`config.mk`:
```
export PLATFORM = sky130hd
export DESIGN_NAME = mux_sel_arbiter
export DESIGN_NICKNAME = d
export VERILOG_FILES = /design/src/rtl/mux_sel_arbiter.sv
export SDC_FILE = /design/constraint.sdc
export NUM_CORES = 1
export LEC_CHECK = 0
export CORE_ASPECT_RATIO = 0.6
export CORE_UTILIZATION = 50
export CTS_CLUSTER_SIZE = 10
export DETAILED_ROUTE_END_ITERATION = 12
export PLACE_DENSITY = 0.75
export SYNTH_ARGS = -nofsm -noshare
export SYNTH_HDL_FRONTEND = slang
export SYNTH_SLANG_ARGS = --single-unit
```
`constraint.sdc`:
```
create_clock -name clk -period 4.6 [get_ports clk]
set_input_delay 1.15 -clock clk [delete_from_list [all_inputs] [get_ports clk]]
set_output_delay 1.15 -clock clk [all_outputs]
set_load 0.01 [all_outputs]
```
`src/rtl/mux_sel_arbiter.sv`:
```
// Round-robin 8:1 mux-select arbiter: one-hot grant plus binary sel, released on done or a request drop.
// Optional hold-timeout forced release compiled in with MUX_ARB_TIMEOUT_EN.
module mux_sel_arbiter #(
    parameter int MAX_HOLD = 15
) (
    input  logic       clk,
    input  logic       reset_n,
    input  logic [7:0] req,
    input  logic       done,
    output logic [7:0] grant,
    output logic [2:0] sel,
    output logic       busy,
    output logic       timeout
);

    typedef enum logic {
        IDLE,
        GRANT
    } state_e;

    state_e     state_q, state_d;
    logic [7:0] grant_q, grant_d;
    logic [2:0] sel_q, sel_d;
    logic [2:0] last_q, last_d;
    logic       timeout_q, timeout_d;
    logic [2:0] winner;
    logic [2:0] candIdx;
    logic       found;
    logic       holdExpired;

    if (MAX_HOLD < 1 || MAX_HOLD > 255) begin : g_bad_max_hold
        $error("mux_sel_arbiter: MAX_HOLD must be in 1..255");
    end

    // Search upward from the requester after the last winner; offset 8 wraps back to last itself.
    always_comb begin
        winner  = last_q;
        found   = 1'b0;
        candIdx = last_q;
        for (int i = 1; i <= 8; i++) begin
            candIdx = last_q + 3'(i);
            if (!found && req[candIdx]) begin
                winner = candIdx;
                found  = 1'b1;
            end
        end
    end

`ifdef MUX_ARB_TIMEOUT_EN
    logic [7:0] holdCnt_q, holdCnt_d;

    assign holdExpired = (holdCnt_q == 8'(MAX_HOLD - 1));

    always_comb begin
        holdCnt_d = 8'd0;
        if (state_q == GRANT) begin
            holdCnt_d = holdCnt_q + 8'd1;
        end
    end

    always_ff @(posedge clk or negedge reset_n) begin
        if (!reset_n) begin
            holdCnt_q <= 8'd0;
        end else begin
            holdCnt_q <= holdCnt_d;
        end
    end
`else
    assign holdExpired = 1'b0;
`endif

    always_comb begin
        state_d   = state_q;
        grant_d   = grant_q;
        sel_d     = sel_q;
        last_d    = last_q;
        timeout_d = 1'b0;
        case (state_q)
            IDLE: begin
                if (found) begin
                    state_d = GRANT;
                    grant_d = 8'b1 << winner;
                    sel_d   = winner;
                    last_d  = winner;
                end
            end
            GRANT: begin
                // A normal release takes precedence so timeout only flags a genuinely forced release.
                if (done || !req[sel_q]) begin
                    state_d = IDLE;
                    grant_d = 8'd0;
                end else if (holdExpired) begin
                    state_d   = IDLE;
                    grant_d   = 8'd0;
                    timeout_d = 1'b1;
                end
            end
            default: begin
                state_d = IDLE;
                grant_d = 8'd0;
            end
        endcase
    end

    always_ff @(posedge clk or negedge reset_n) begin
        if (!reset_n) begin
            state_q   <= IDLE;
            grant_q   <= 8'd0;
            sel_q     <= 3'd0;
            last_q    <= 3'd7;
            timeout_q <= 1'b0;
        end else begin
            state_q   <= state_d;
            grant_q   <= grant_d;
            sel_q     <= sel_d;
            last_q    <= last_d;
            timeout_q <= timeout_d;
        end
    end

    assign grant   = grant_q;
    assign sel     = sel_q;
    assign busy    = |grant_q;
    assign timeout = timeout_q;

endmodule

```
==> results.md, run 1 <==
- Area of the multi-input gates: 1150 um2
- FF+latch area: roughly 380 um2
- CP Max Fanout: 9
- Number of enable-type register cells in the synthesized netlist: 0
- Layout Skew: 0.00271 ns
- Antenna violations before repair: 0
- First-pass GRT wire length: 6730 um
- Fmax: 0.254 GHz
- Vias per std cell: 6.82
- Inserted Clock Buffers: 3
- Worst hold path class: flop to flop
- Dpl hpwl: 3140 um
- Post-layout nets: 183
- Clk_lat worst skew: around 0.26 ns
- Yosys Warn Count: 0
- Drt wl/cell: 19.9 um
- Commonest non-fill, non-tap cell in the layout: clkdlybuf4s50_1
- Vias in the first global route: 1298
- Syn avg cell area: 11.0 um2
- Critical path launch point type: primary input
- Initial core utilization: 54.3%
- Gpl congestion: between 0.9 and 1
- CTS Hold Buffers Added: 0
- Cells after Synth: 147
- Gr ovfl total: 0
- Status: finished clean
- Antenna Cells: 0
- Die height: 46.0 um
- Mapped Area: 1610 um2
- DIE AREA: 3460 um2
- Initial DRC Count: 150
- Clk buf depth: 2
- Clock transition at path regs: ~0.070 ns
- I/O pin count: 24
- Floorplan row count: 15
- WS Path Type: primary input to flop
- Final Critical Period: 3.93 ns
- Total of max-cap violations: 0
- Final WL: 4190 um
- GRT Total Usage: 27.7%
- Synth Net Count: 160
- Pin count of the biggest net entering global routing: 20
- Slew Limit Fails: 0
- CTS tree: built
- Final setup violating endpoints: 0
- Via total after detailed routing: 1440
- Layout cell share with drive strength beyond 1: 19.5%
- Final worst-path cycle share: 85.5%
- Commonest cells after routing, fill and taps aside: 22 x clkdlybuf4s50_1, 21 x nand2_1, 12 x dfrtp_1
- Sequential element share of the synthesized area: about a quarter
- I/O Buffers: 22
- Slew headroom: 54.9%
- Final Hold Fails: 0
- Fillers: 237
- Placed Cells: 207
- CP endpoint kind: flop
- CP required: approximately 4.8 ns
- # Post-CTS Setup Buffers: 0
- H-tree depth: 1
- Area grow syn2layout: 17.0%
- Antenna Nets Post-Route: 0
- Remaining DRCs: 0
- Std-Cell Core Area: ~3000 um2
- Final setup TNS: 0 ns
- Crit path DAT: 4.11 ns
- #FFs+latches synth: 15
- DIE WIDTH: 75.3 um
- DRT Pass-1 Iters: 4
- Cts repair resizes: 0
- Async set or reset register ratio after synthesis: 100%
- Post-synth cell types: 48
- Clock root cell: clkbuf_8
- Unrepaired setup endpoints after global routing: no
- Predominant post-synthesis flop cell: dfrtp_1
- Clock sink total: 15
- Actual slew at the worst max-slew pin: between 0.6 and 0.7 ns
- Non-filler cells in the finished layout: 211
critical path, cell delays in order:
cell,delay (ns)
clkdlybuf4s50_1,0.55
mux4_1,0.68
mux2_4,0.33
o32a_1,0.37
o221ai_1,0.30
mux2i_1,0.39
inv_1,0.12
o31ai_1,0.21
stage by stage:
stage	setup slack [ns]	cell area (um2)	hold WS [ns]	util (%)
after floorplan	1.26	1610	0.533	-
after global placement	0.441	1840	0.490	61.9
after detailed placement	0.424	1840	0.515	61.9
after CTS	0.689	1880	0.525	63.5
after global routing	0.480	1880	0.572	63.5
final	0.665	1880	0.520	63.5
path summary, 6_finish.rpt:
path | startpoint | endpoint | slack, ns | cells after the start
max in group asynchronous | reset_n | state_q | 2.89 | 1
min in group asynchronous | reset_n | sel[2] | 1.29 | 1
worst min-delay path | grant[0] | grant[0] | 0.52 | 2
worst max register to register | last_q[0] | grant[1] | 0.80 | 9
worst max-delay path | req[2] | grant[1] | 0.67 | 8
worst min register to register | grant[0] | grant[0] | 0.52 | 2
synth_stat cells, types with 3 or more instances:
library cell	number	area share [%]
nand2_1	21	4.9
dfrtp_1	12	19
mux4_2	9	13
mux2_2	8	5.6
mux2i_1	7	4.4
mux4_1	6	9.8
inv_1	5	1.2
o21ai_0	5	1.6
nor3b_1	4	1.9
a22oi_1	3	1.4
dfstp_2	3	4.9
nor2_1	3	0.70
nor2b_1	3	1.2
nor4_1	3	1.2
o221ai_1	3	1.6
o31ai_1	3	1.4
xnor2_1	3	1.6
layout make-up:
cell class | count | share of cell area [%]
multi-input cells | 120 | 60.8
flip-flops and latches | 15 | 20.1
repair buffers | 24 | 12.5
well taps | 42 | 2.79
clock buffers | 3 | 2.19
inverters | 6 | 1.20
clock inverters | 1 | 0.398
cell families (layout without fill, tap and decap cells):
kind of cell | after synthesis | after routing | synth area share (%)
and+or+nand+nor | 47 | 47 | 15.7
AOI/OAI and AO/OA | 33 | 33 | 16.8
muxes | 32 | 32 | 34.2
DFF | 15 | 15 | 23.5
buffers and inverters | 12 | 34 | 5.28
xor gates and xnor gates | 5 | 5 | 2.72
adders and majority gates | 2 | 2 | 1.55
other | 1 | 1 | 0.233
per-layer routing:
layer | vias to the layer above | wire, um | GRT usage (%)
li1 | 644 | - | -
met1 | 715 | 1990 | 43.2
met2 | 73 | 1770 | 37.7
met3 | 8 | 385 | 6.64
met4 | 0 | 52 | 7.78
met5 | - | 0 | 0
registers in the layout, indices dropped and copies added, names as in the netlist:
name / count
last_q: 3
sel: 3
state_q: 1
grant: 8
Power of run 1 is left out: the tool's default activity adds up to more than one toggle a clock period on the data nets, which glitch-free logic cannot reach.
==> run 2, diff against run 1 <==
CORE_UTILIZATION = 45   (was 50)
PLACE_DENSITY = 0.68   (was 0.75)
==> run 2 against run 1 <==
Compared with the run above:
- non-clock buffer count did not move
- via count fell by 3.9%
- critical path depth did not move
- clock skew rose by 0.0046 ns
- largest cell class unchanged
==> results.md, run 2 (synthesis results as in run 1) <==
- Status: finished clean
- I/O Buffers: 22
- Clock root cell: clkbuf_8
- Actual slew at the worst max-slew pin: between 0.6 and 0.7 ns
- Worst hold path class: flop to flop
- Layout Skew: around 0.0073 ns
- Final setup TNS: 0 ns
- WS Path Type: primary input to flop
- Vias per std cell: around 6.5
- Gr ovfl total: 0
- Crit path DAT: 4.20 ns
- CP Max Fanout: 9
- Initial DRC Count: 113
- DIE WIDTH: 79.2 um
- CTS tree: built
- Std-Cell Core Area: 3340 um2
- Final WL: just under 4000 um
- Pin count of the biggest net entering global routing: 20
- Gpl congestion: 0.943
- CTS Hold Buffers Added: 0
- Clock sink total: 15
- Antenna violations before repair: 0
- CP required: 4.76 ns
- CP endpoint kind: flop
- Post-layout nets: 183
- I/O pin count: 24
- Inserted Clock Buffers: 3
- Final worst-path cycle share: 87.7%
- DRT Pass-1 Iters: 4
- Drt wl/cell: 18.6 um
- Unrepaired setup endpoints after global routing: no
- Final setup violating endpoints: 0
- Antenna Cells: 0
- Clk_lat worst skew: around 0.25 ns
- Area grow syn2layout: 17.2%
- Clock transition at path regs: 0.07 ns
- Commonest non-fill, non-tap cell in the layout: clkdlybuf4s50_1
- Total of max-cap violations: 0
- Final Hold Fails: 0
- Layout cell share with drive strength beyond 1: 19.5%
- Dpl hpwl: 3060 um
- Clk buf depth: 2
- Antenna Nets Post-Route: 0
- Floorplan row count: 16
- H-tree depth: 1
- Final Critical Period: 4.03 ns
- Commonest cells after routing, fill and taps aside: 22 x clkdlybuf4s50_1, 21 x nand2_1, 12 x dfrtp_1
- First-pass GRT wire length: 6930 um
- DIE AREA: 3830 um2
- Via total after detailed routing: ~1400
- Initial core utilization: between 40 and 50%
- Max reg flops: 8
- Slew headroom: a little over half
- Fillers: 277
- Cts repair resizes: 0
- Critical path launch point type: primary input
- Vias in the first global route: 1343
- # Post-CTS Setup Buffers: 0
- GRT Total Usage: 23.4%
- Fmax: 0.248 GHz
- Remaining DRCs: 0
- Die height: about 48 um
- Slew Limit Fails: 0
==> run 2: cell counts in the layout (fill, tap and decap cells not counted) <==
No cell type changed its count.
==> run 2: area by class of cell <==
| cell class | count | area [um2] | area share, % |
|---|---|---|---|
| Sequential cell | 15 | 379 | 20.1 |
| Multi-Input combinational cell | 120 | 1150 | 60.7 |
| Clock inverter | 1 | 7.51 | 0.398 |
| Clock buffer | 3 | 41.3 | 2.19 |
| Tap cell | 45 | 56.3 | 2.98 |
| Inverter | 6 | 22.5 | 1.19 |
| Timing Repair Buffer | 24 | 235 | 12.5 |
==> run 2: layer usage <==
layer | wire length, um | GRT usage [%]
met2 | 1710 | 33.2
met5 | 0 | 0
met4 | 0 | 3.64
met3 | 278 | 3.96
met1 | 1990 | 37.4
==> run 2: critical path, cell delays in order <==
cell and delay, ns:
clkdlybuf4s50_1 0.55, mux4_1 0.69, mux2_4 0.33, o32a_1 0.37, o221ai_1 0.31, mux2i_1 0.45, inv_1 0.13, o31ai_1 0.20
==> run 2: final timing paths <==
kind                           start  depth (start not counted)  slack [ns]       end
max                           req[2]                          8        0.57  grant[1]
min                         grant[5]                          2        0.52  grant[5]
max reg2reg                last_q[0]                          9        0.75  grant[1]
min reg2reg                 grant[5]                          2        0.52  grant[5]
max in group asynchronous    reset_n                          1        2.85  grant[4]
min in group asynchronous    reset_n                          1        1.31   state_q
==> run 2: per-stage QoR <==
step	utilization [%]	instance area [um2]	setup WS (ns)	hold slack [ns]	std cells
floorplan	-	1610	1.26	0.533	147
global placement	55.0	1840	0.445	0.494	210
detailed placement	55.0	1840	0.358	0.504	210
CTS	56.5	1890	0.620	0.525	214
global route	56.5	1890	0.396	0.556	214
finish	56.5	1890	0.568	0.515	214
Power of run 2 is left out for the same reason.
==> run 3, diff against run 2 <==
CAP_MARGIN = 20   (was unset)
==> results of run 3 <==
The final DEF is identical to that of run 2; final timing and power are the same.
Power of run 3 is left out for the same reason.
